`config.mk`:
```
export PLATFORM = sky130hd
export DESIGN_NAME = fsm5_seq_gen
export DESIGN_NICKNAME = d
export VERILOG_FILES = /design/src/rtl/fsm5_seq_gen.sv
export SDC_FILE = /design/constraint.sdc
export NUM_CORES = 1
export LEC_CHECK = 0
export ABC_AREA = 1
export CAP_MARGIN = 30
export CORE_UTILIZATION = 45
export CTS_CLUSTER_DIAMETER = 120
export CTS_CLUSTER_SIZE = 14
export DETAILED_ROUTE_END_ITERATION = 12
export PLACE_DENSITY = 0.72
export SYNTH_ARGS = -nofsm -noshare
export SYNTH_HDL_FRONTEND = slang
export SYNTH_SLANG_ARGS = --single-unit
```
`constraint.sdc`:
```
create_clock -name clk -period 3.1 [get_ports clk]
set_input_delay 0.62 -clock clk [delete_from_list [all_inputs] [get_ports clk]]
set_output_delay 0.62 -clock clk [all_outputs]
set_load 0.02 [all_outputs]
```
`src/rtl/fsm5_seq_gen.sv`:
```
// Serial frame generator: captures a pattern on START and shifts its active field out MSB first.
// Define SEQGEN_REPEAT_EN to add the repeat_req port and gap-separated continuous transmission.
module fsm5_seq_gen #(
  parameter int PAT_W   = 8,
  parameter int GAP_CYC = 2
) (
  input  logic             clk,
  input  logic             rst_n,
  input  logic             start,
  input  logic [PAT_W-1:0] pattern,
  input  logic [3:0]       len,
`ifdef SEQGEN_REPEAT_EN
  input  logic             repeat_req,
`endif
  output logic             out,
  output logic             valid,
  output logic             busy,
  output logic             done
);

  localparam logic [2:0] S_IDLE  = 3'd0;
  localparam logic [2:0] S_LOAD  = 3'd1;
  localparam logic [2:0] S_SHIFT = 3'd2;
  localparam logic [2:0] S_GAP   = 3'd3;
  localparam logic [2:0] S_DONE  = 3'd4;

  logic [2:0]       state, state_d;
  logic [PAT_W-1:0] frame, frame_d;
  logic [PAT_W-1:0] shreg, shreg_d;
  logic [3:0]       cnt, cnt_d;
  logic [3:0]       len_m1, len_m1_d;
  logic             out_d;
  logic [3:0]       len_eff;
  logic [PAT_W-1:0] aligned;

  // Frame is left-aligned so the active field's MSB always sits at the top bit.
  always_comb begin
    if ((len == 4'd0) || (len > 4'(PAT_W))) len_eff = 4'(PAT_W);
    else                                    len_eff = len;
    aligned = pattern << (4'(PAT_W) - len_eff);
  end

  always_comb begin
    state_d  = state;
    frame_d  = frame;
    shreg_d  = shreg;
    cnt_d    = cnt;
    len_m1_d = len_m1;
    out_d    = 1'b0;
    case (state)
      S_IDLE: begin
        if (start) begin
          state_d  = S_LOAD;
          frame_d  = aligned;
          shreg_d  = aligned;
          len_m1_d = len_eff - 4'd1;
          cnt_d    = len_eff - 4'd1;
        end
      end
      S_LOAD: begin
        state_d = S_SHIFT;
        out_d   = shreg[PAT_W-1];
        shreg_d = shreg << 1;
      end
      S_SHIFT: begin
        if (cnt == 4'd0) begin
`ifdef SEQGEN_REPEAT_EN
          if (repeat_req) begin
            state_d = S_GAP;
            cnt_d   = 4'(GAP_CYC - 1);
          end else begin
            state_d = S_DONE;
          end
`else
          state_d = S_DONE;
`endif
        end else begin
          out_d   = shreg[PAT_W-1];
          shreg_d = shreg << 1;
          cnt_d   = cnt - 4'd1;
        end
      end
      // The counter is reused for gap timing, then reloaded for the next pass.
      S_GAP: begin
        if (cnt == 4'd0) begin
          state_d = S_SHIFT;
          out_d   = frame[PAT_W-1];
          shreg_d = frame << 1;
          cnt_d   = len_m1;
        end else begin
          cnt_d = cnt - 4'd1;
        end
      end
      S_DONE:  state_d = S_IDLE;
      default: state_d = S_IDLE;
    endcase
  end

  always_ff @(posedge clk or negedge rst_n) begin
    if (!rst_n) begin
      state  <= S_IDLE;
      frame  <= '0;
      shreg  <= '0;
      cnt    <= '0;
      len_m1 <= '0;
      out    <= 1'b0;
      valid  <= 1'b0;
      busy   <= 1'b0;
      done   <= 1'b0;
    end else begin
      state  <= state_d;
      frame  <= frame_d;
      shreg  <= shreg_d;
      cnt    <= cnt_d;
      len_m1 <= len_m1_d;
      out    <= out_d;
      valid  <= (state_d == S_SHIFT);
      busy   <= (state_d != S_IDLE);
      done   <= (state_d == S_DONE);
    end
  end

endmodule

```
# ---- After elaboration in Yosys (flattened, before gate mapping)
# Index checks and enable logic that the tools add are counted.
# Widths: inputs -> output; s select.
dict set report classes {
  n_eq_ne 8
  reduce_logical 10
  n_shift 1
  mux 16
  order_cmp 1
  add_sub_neg 3
}
# op n
set ops {}
lappend ops {{$pmux 8 s4} 1}
lappend ops {{$mux 8} 3}
lappend ops {{$mux 4} 4}
lappend ops {{$pmux 3 s4} 1}
lappend ops {{$pmux 4 s3} 1}
lappend ops {{$eq 3x2->1 const B} 3}
lappend ops {{$mux 3} 3}
lappend ops {{$logic_not 4->1} 2}
lappend ops {{$shl 8x4->8} 1}
lappend ops {{$sub 4x1->4 const B} 2}
lappend ops {{$ne 2x2->1 const B} 3}
lappend ops {{$reduce_bool 3->1} 2}
lappend ops {{$gt 4x4->1 const B} 1}
lappend ops {{$reduce_and 4->1} 1}
lappend ops {{$reduce_bool 4->1} 1}
lappend ops {{$sub 4x4->4 const A} 1}
lappend ops {{$eq 3x1->1 const B} 1}
lappend ops {{$eq 3x3->1 const B} 1}
lappend ops {{$logic_not 3->1} 1}
lappend ops {{$pmux 1 s3} 1}
lappend ops {{$reduce_and 3->1} 1}
lappend ops {{$mux 1} 2}
lappend ops {{$reduce_and 2->1} 1}
lappend ops {{$logic_or 1x1->1} 1}
dict set report totals {
  register_bits 31
  input_bits 15
  out_inout_bits 4
}

# ---- Logic depth before layout (Yosys ltp)
# Gate-level depths: netlist of the first run.
dict set report logic_depth {
  ltp_word 7
  ltp_mapped 11
  mapped_depth_nobuf 10
}

# ---- Worst setup path after synthesis of the first run
# Ideal clock, no wire load.
dict set report synth_timing {
  kind {in2reg}
  from {in len[3]}
  to {reg frame[4]}
  path_buffers 2
  arrival_time_ns 1.997
  setup_ns 0.128
  required_ns 2.972
  stages 10
  setup_slack_ns 0.975
  cell_sequence {inv_1 nand2_1 buf_2 ha_1 buf_2 clkinv_1 nand3_1 nand2_1 nand3_1 o21ai_0}
}
dict set report synth_between {
  elab_chain_cells 5
  word_cells_on_any_way 6
  classes_between {add/sub (1); order compare (1); shift (1); mux (1); reduce/logical (2)}
}
# element line_no
set synth_rtl {}
lappend synth_rtl {{start, declared} 11} ;# input logic [3:0] len,
lappend synth_rtl {{$gt 4x4->1 / $logic_not 4->1 (equally long branches)} 38} ;# if ((len == 4'd0) || (len > 4'(PAT_W))) len_eff = 4'(PAT_W);
lappend synth_rtl {{$logic_or 1x1->1} 38}
lappend synth_rtl {{$mux 4 *} 38}
lappend synth_rtl {{$sub 4x4->4 *} 40} ;# aligned = pattern << (4'(PAT_W) - len_eff);
lappend synth_rtl {{$shl 8x4->8 *} 40}
lappend synth_rtl {{end signal, assigned} 112} ;# frame <= frame_d;
lappend synth_rtl {{end, declared} 28} ;# logic [PAT_W-1:0] frame, frame_d;
# Every way passes the cells marked *; elsewhere a longest branch is shown, timed or not.
# A chain may end at the register's enable or synchronous reset.

# ---- Final worst setup path of the first run
dict set report layout_timing {
  from {in len[3]}
  to {reg shreg[6]}
}
dict set report layout_between {
  elab_chain_cells 7
  word_cells_on_any_way 8
  classes_between {add/sub (1); order compare (1); shift (1); mux (3); reduce/logical (2)}
}
# element line_no
set layout_rtl {}
lappend layout_rtl {{$gt 4x4->1 / $logic_not 4->1 (equally long branches)} 38}
lappend layout_rtl {{$logic_or 1x1->1} 38}
lappend layout_rtl {{$mux 4 *} 38}
lappend layout_rtl {{$sub 4x4->4 *} 40}
lappend layout_rtl {{$shl 8x4->8 *} 40}
lappend layout_rtl {{$mux 8 *} 52} ;# if (start) begin
lappend layout_rtl {{$pmux 8 s4 *} 50} ;# case (state)
lappend layout_rtl {{end signal, assigned} 113} ;# shreg <= shreg_d;
lappend layout_rtl {{end, declared} 29} ;# logic [PAT_W-1:0] shreg, shreg_d;
# Every way passes the cells marked *; elsewhere a longest branch is shown, timed or not. The select of a mux whose other input is x is not followed.

==> impl_metrics.ini, run 1 <==
[die]
initial_core_util = 0.484
num_rows = 22
die_y_um = 65.7
num_io_pins = 19
core_mm2 = 0.00377
floorplan_die_area_mm2 = 0.00432
die_w_um = 65.7

[setup_path]
worst_ep_arrival_time_ps = 2590
worstPathRequired_ps = 3320
timing.critical_path.from_type = primary input
critPathKind = primary input to flip-flop
setup.worst_path.end_class = flip-flop
critPathMaxFanout = 10

[synthesis]
synth_top_flop_cell = sky130_fd_sc_hd__dfrtp_1
fraction_of_registers_with_async_set_reset = 1.00
avgSynthCellArea_um2 = 7.25
synth_area_leaders = sky130_fd_sc_hd__dfrtp_1 (42%), sky130_fd_sc_hd__nand2_1 (21%), sky130_fd_sc_hd__nand3_1 (9.3%)
synth_enable_flop_cells = 0
post-synth-top-area-cell = sky130_fd_sc_hd__dfrtp_1
fraction_of_synthesized_cell_area_taken_by_the_top_area_cell_type = 0.425
synth.net_count = 270
top_post_synthesis_cells_by_count = sky130_fd_sc_hd__nand2_1 (100), sky130_fd_sc_hd__nand3_1 (34), sky130_fd_sc_hd__dfrtp_1 (31)
post_synth_design_cell_area_mm2 = 0.00183
yosysMostFrequentCell = sky130_fd_sc_hd__nand2_1
post_synth_inst_count = 252
synth-seq-area-share = 0.425
yosys_register_bits = 31
synth_cell_type_count = 23
ys.warnings.count = 0

[global_route]
gr-total-overflow = 0
track_usage = 0.200
grt_start_max_net_pins = 32
wire_length_of_the_first_global_routing_pass_um = 6580
initial_antenna_violation_count = 0
first_global_vias = 1523

[pwr]
pwr_density_cell_mw_per_mm2 = 909
power.ir.vdd_worst_v = 0.000318
static-leakage-power_nw = 1.13

[sta]
setup_violations = 0
min_period_over_period = 0.765
final_critical_path_setup_slack_ps = 729
maxClockFrequency_ghz = 0.422
slew_headroom = 0.650
hold_viol = 0
timing.final.crit_period_ps = 2370
tightest_slew_ps = 519
rsz_0062_raised_after_global_routing = false
timing.final.max_slew_violations = 0
setup_tns_after_final_layout_ps = 0
timing.clock.skew_ps = 5.39

[placement]
hpwlAfterDp_um = 2820
gp_congestion = 0.849
preCtsSetupSlack_ps = 449
io_buffers = 18

[routing]
viasPerCell = 5.07
route.vias.total = 1644
wirelength_um = 3810
router_iterations_before_antenna_repair = 4
postRouteAntennaNets = 0
initialDrtViolationCount = 110
drcViolationCount = 0
wl_per_cell_um = 11.7

[clocking]
postCtsSetupBuffers = 0
ctsLongestPathBuffers = 2
tritoncts_clock_tree = done
clk-insertion-delay-late_ps = 280
clock-sinks = 31
clkTransAtPathRegs_ps = 60
cts.htree.levels = 2
total_of_hold_buffers_inserted_after_clock_tree_synthesis = 0
clock-root-buffer = sky130_fd_sc_hd__clkbuf_8
tritoncts.num_buffers = 5
postCtsResizedCells = 0

[cells_and_area]
layout_cells_sized_above_1 = 0.0978
layout.filler_cells = 373
diode_insertion_count_for_antenna_repair = 0
utilization = 0.565
design.final.nets = 293
synthToLayoutAreaGrowth_pct = 16.6

[outcome]
outcome = completed

[flow_run]
timing.max_cap.violations = 0

[min_path]
worst_hold_path_type = flip-flop to flip-flop
-- final timing paths --
path | start | end | slack [ps] | depth (start not counted)
worst max-delay path | len[3] | shreg[6] | 730 | 10
worst min-delay path | frame[7] | out | 480 | 2
worst max register to register | cnt[0] | shreg[7] | 1400 | 10
worst min register to register | frame[7] | out | 480 | 2
max in group asynchronous | rst_n | len_m1[1] | 2080 | 2
min in group asynchronous | rst_n | cnt[2] | 730 | 2
-- critical path, stage by stage --
cell and delay [ps]:
sky130_fd_sc_hd__clkdlybuf4s50_1 390, sky130_fd_sc_hd__inv_1 160, sky130_fd_sc_hd__nand2_1 100, sky130_fd_sc_hd__ha_1 450
sky130_fd_sc_hd__clkinv_1 300, sky130_fd_sc_hd__nand3_1 210, sky130_fd_sc_hd__nand2_1 80, sky130_fd_sc_hd__nand2_1 60
sky130_fd_sc_hd__nand3_1 110, sky130_fd_sc_hd__nand3_1 100
-- layer usage --
layer / global-route usage / wire length, um
met5: 0 / 0
met4: 0.0571 / 38
met3: 0.0469 / 129
met2: 0.332 / 1770
met1: 0.258 / 1870
-- area by class of cell --
class / instances / area, um^2 / share of cell area
Inverter: 29 / 109 / 0.0511
Tap cell: 48 / 60.1 / 0.0282
Sequential cell: 31 / 776 / 0.364
Clock inverter: 1 / 5.00 / 0.00235
Clock buffer: 7 / 76.3 / 0.0358
Timing Repair Buffer: 20 / 195 / 0.0916
Multi-Input combinational cell: 188 / 910 / 0.427
-- per-stage QoR --
stage	std cells	total power, mW	hold WS [ps]	area (um^2)
2_1_floorplan	252	1.41	324	1830
5_1_grt	324	2.12	505	2130
4_1_cts	324	1.95	484	2130
3_5_place_dp	316	1.64	467	2050
6_report	324	1.94	480	2130
3_3_place_gp	316	1.63	466	2050
-- power breakdown --
| group | internal [mW] | leakage (nW) | switching, mW |
|---|---|---|---|
| logic | 0.341 | 0.696 | 0.615 |
| registers | 0.576 | 0.396 | 0.105 |
| clock network | 0.157 | 0.0422 | 0.144 |
| total | 1.07 | 1.13 | 0.863 |
-- registers in the layout, summed over array words and instances, names as in the netlist --
name	cells
busy	1
cnt	4
done	1
frame	8
len_m1	4
out	1
shreg	8
state	3
valid	1
-- layout by cell type, fill, tap and decap left out --
cell type / count
sky130_fd_sc_hd__buf_4: 2
sky130_fd_sc_hd__o21ai_0: 12
sky130_fd_sc_hd__nand4_1: 4
sky130_fd_sc_hd__ha_1: 3
sky130_fd_sc_hd__nor2_4: 3
sky130_fd_sc_hd__nand2_2: 5
sky130_fd_sc_hd__nand2_4: 1
sky130_fd_sc_hd__clkinv_2: 1
sky130_fd_sc_hd__clkinv_1: 1
sky130_fd_sc_hd__a22oi_1: 2
sky130_fd_sc_hd__clkdlybuf4s50_1: 18
sky130_fd_sc_hd__clkbuf_1: 2
sky130_fd_sc_hd__o21ai_2: 3
sky130_fd_sc_hd__inv_1: 26
sky130_fd_sc_hd__dfrtp_1: 31
sky130_fd_sc_hd__xor2_1: 1
sky130_fd_sc_hd__o31ai_1: 2
sky130_fd_sc_hd__nor2_2: 4
sky130_fd_sc_hd__nor2_1: 8
sky130_fd_sc_hd__clkbuf_8: 5
sky130_fd_sc_hd__nand2_1: 100
sky130_fd_sc_hd__nand3_1: 34
sky130_fd_sc_hd__inv_2: 2
sky130_fd_sc_hd__a21oi_1: 4
sky130_fd_sc_hd__a31oi_1: 1
sky130_fd_sc_hd__nor3b_4: 1
-- logic make-up after synthesis --
family	Yosys count	synth area share
xor+xnor	1	0.00480
fa+ha+maj	3	0.0206
simple gates	160	0.395
compound gates	24	0.0781
buf+inv	33	0.0774
flops	31	0.425
(Power assumes the default switching activity.)
==> run 2, diff against run 1 <==
Clock period 3.1 ns to 2.2 ns, I/O delays scaled along.
==> run 2 against run 1 <==
Design area rose by 1.7%. Register-to-register slack got worse by 870 ps. Sequential share of layout area down 0.61 points. Worst hold slack got worse by 10 ps. Routed wire length down 3.1%. Die area is the same. Global-route usage down 0.29 points. Worst setup slack worse by 460 ps. Utilization is 0.96 points higher. Via count decreased by 1.8%. Combinational power grew 40%. Power is 41% higher. Highest routed layer unchanged.
==> impl_metrics.ini, run 2 (synthesis results as in run 1) <==
[setup_path]
critPathKind = primary input to flip-flop
regToRegEndpoint = shreg[7]
worst-path-buf-inv = 3
worst_ep_arrival_time_ps = 2150
crit_path_end = shreg[6]
regToRegStartpoint = cnt[0]
critPathMaxFanout = 10
timing.critical_path.from_type = primary input
worst_path_dominant_cell_family = buffers and inverters
crit_path_start = len[3]
cp_cell_sequence = clkdlybuf4s50_1 -> inv_1 -> nand2_1 -> ha_1 -> clkinv_1 -> nand3_1 -> nand2_1 -> nand2_1 -> nand3_1 -> nand3_1
critical_path_depth = 10
r2r.worst_path.cells = 10
reg2reg_setup_slack_ps = 530
setup.worst_path.end_class = flip-flop
timing.critical_path.slowest_cell_delay_ps = 390
slowest_stage = sky130_fd_sc_hd__clkdlybuf4s50_1
worstPathRequired_ps = 2410

[clocking]
clock-sinks = 31
postCtsResizedCells = 0
clk-insertion-delay-late_ps = 270
ctsLongestPathBuffers = 2
clock-root-buffer = sky130_fd_sc_hd__clkbuf_8
total_of_hold_buffers_inserted_after_clock_tree_synthesis = 0
tritoncts_clock_tree = done
cts.htree.levels = 2
clkTransAtPathRegs_ps = 70
tritoncts.num_buffers = 5
postCtsSetupBuffers = 0

[die]
floorplan_die_area_mm2 = 0.00432
die_y_um = 65.7
num_io_pins = 19
core_mm2 = 0.00377
die_w_um = 65.7
num_rows = 22
initial_core_util = 0.484

[pwr]
overall_power_consumption_mw = 2.74
power.ir.vdd_worst_v = 0.000597
p_int_mw = 1.54
netSwitchingFraction = 0.436
seq_power_share = 0.348
static-leakage-power_nw = 1.16
comb_power_share = 0.491
power.switching_mw = 1.19
pwr_density_cell_mw_per_mm2 = 1260
pwr-share-clk = 0.161

[global_route]
grt_start_max_net_pins = 32
initial_antenna_violation_count = 0
track_usage = 0.197
first_global_vias = 1517
wire_length_of_the_first_global_routing_pass_um = 6510
gr-total-overflow = 0

[sta]
rsz_0062_raised_after_global_routing = false
hold_viol = 0
slew_headroom = 0.664
timing.final.crit_period_ps = 1930
timing.clock.skew_ps = 8.73
maxClockFrequency_ghz = 0.518
timing.final.max_slew_violations = 0
tightest_slew_ps = 498
min_period_over_period = 0.878
setup_violations = 0
setup_tns_after_final_layout_ps = 0
final_critical_path_setup_slack_ps = 269

[placement]
hpwlAfterDp_um = 2810
preCtsSetupSlack_ps = -8.68
gp_congestion = 0.920
dp.cells = 320
io_buffers = 18

[routing]
router_iterations_before_antenna_repair = 4
initialDrtViolationCount = 90
wl_per_cell_um = 11.3
wirelength_um = 3690
route.vias.total = 1614
viasPerCell = 4.94
drcViolationCount = 0
postRouteAntennaNets = 0

[cells_and_area]
design.final.nets = 297
layout_cells_sized_above_1 = 0.115
layout.cells.most_common = sky130_fd_sc_hd__nand2_1
layout.filler_cells = 373
diode_insertion_count_for_antenna_repair = 0
area_occupied_by_multi_input_gates_um2 = 910
synthToLayoutAreaGrowth_pct = 18.6
reg.largest.list = frame (8), shreg (8)
mostFrequentLayoutCells = sky130_fd_sc_hd__nand2_1 (100), sky130_fd_sc_hd__nand3_1 (34), sky130_fd_sc_hd__dfrtp_1 (31)
utilization = 0.575
register_area_um2 = 776
layoutNonFillerInstCount = 327

[min_path]
worst_hold_path_type = flip-flop to flip-flop
min_from = frame[7]

[flow_run]
timing.max_cap.violations = 0

[outcome]
outcome = completed
[run 2: cell count changes in the layout (fill, tap and decap cells not counted)]
cell / before / now
sky130_fd_sc_hd__buf_4: 2 / 6
sky130_fd_sc_hd__clkbuf_1: 2 / 0
sky130_fd_sc_hd__clkbuf_8: 5 / 6
[run 2: layout make-up]
cell class / instances / area share
clock buffers: 6 / 0.0381
clock inverters: 1 / 0.00231
inverters: 29 / 0.0502
multi-input cells: 188 / 0.420
flip-flops and latches: 31 / 0.358
well taps: 48 / 0.0277
repair buffers: 24 / 0.104
[run 2: worst min path at each step]
| stage | end | slack [ps] | cells after the start |
|---|---|---|---|
| after floorplan | busy | 140 | 0 |
| after global placement | len_m1[1] | 470 | 2 |
| after detailed placement | shreg[0] | 460 | 2 |
| after CTS | shreg[0] | 480 | 2 |
| after global routing | shreg[0] | 500 | 2 |
| final | out | 470 | 2 |
[run 2: metrics by stage]
step / cell area, um^2 / hold slack, ps
floorplan: 1830 / 144
CTS: 2170 / 476
global placement: 2080 / 466
detailed placement: 2080 / 460
finish: 2170 / 469
global route: 2170 / 498
[run 2: power by group through the flow]
stage | clock network [mW] | logic [mW] | registers (mW)
2_1_floorplan | 0 | 1.02 | 0.961
3_3_place_gp | 0 | 1.34 | 0.960
3_5_place_dp | 0 | 1.35 | 0.965
4_1_cts | 0.452 | 1.36 | 0.955
5_1_grt | 0.482 | 1.54 | 0.980
6_report | 0.440 | 1.34 | 0.953
[run 2: routing by layer]
| layer | vias up | wire [um] | track usage |
|---|---|---|---|
| li1 | 855 | - | - |
| met1 | 727 | 1860 | 0.263 |
| met2 | 30 | 1660 | 0.319 |
| met3 | 2 | 151 | 0.0469 |
| met4 | 0 | 22 | 0.0489 |
| met5 | - | 0 | 0 |
[run 2: worst min-delay path: cells and delay by family (launching register included)]
family	cells	cell delay [ps]
flops	1	340
simple gates	2	100
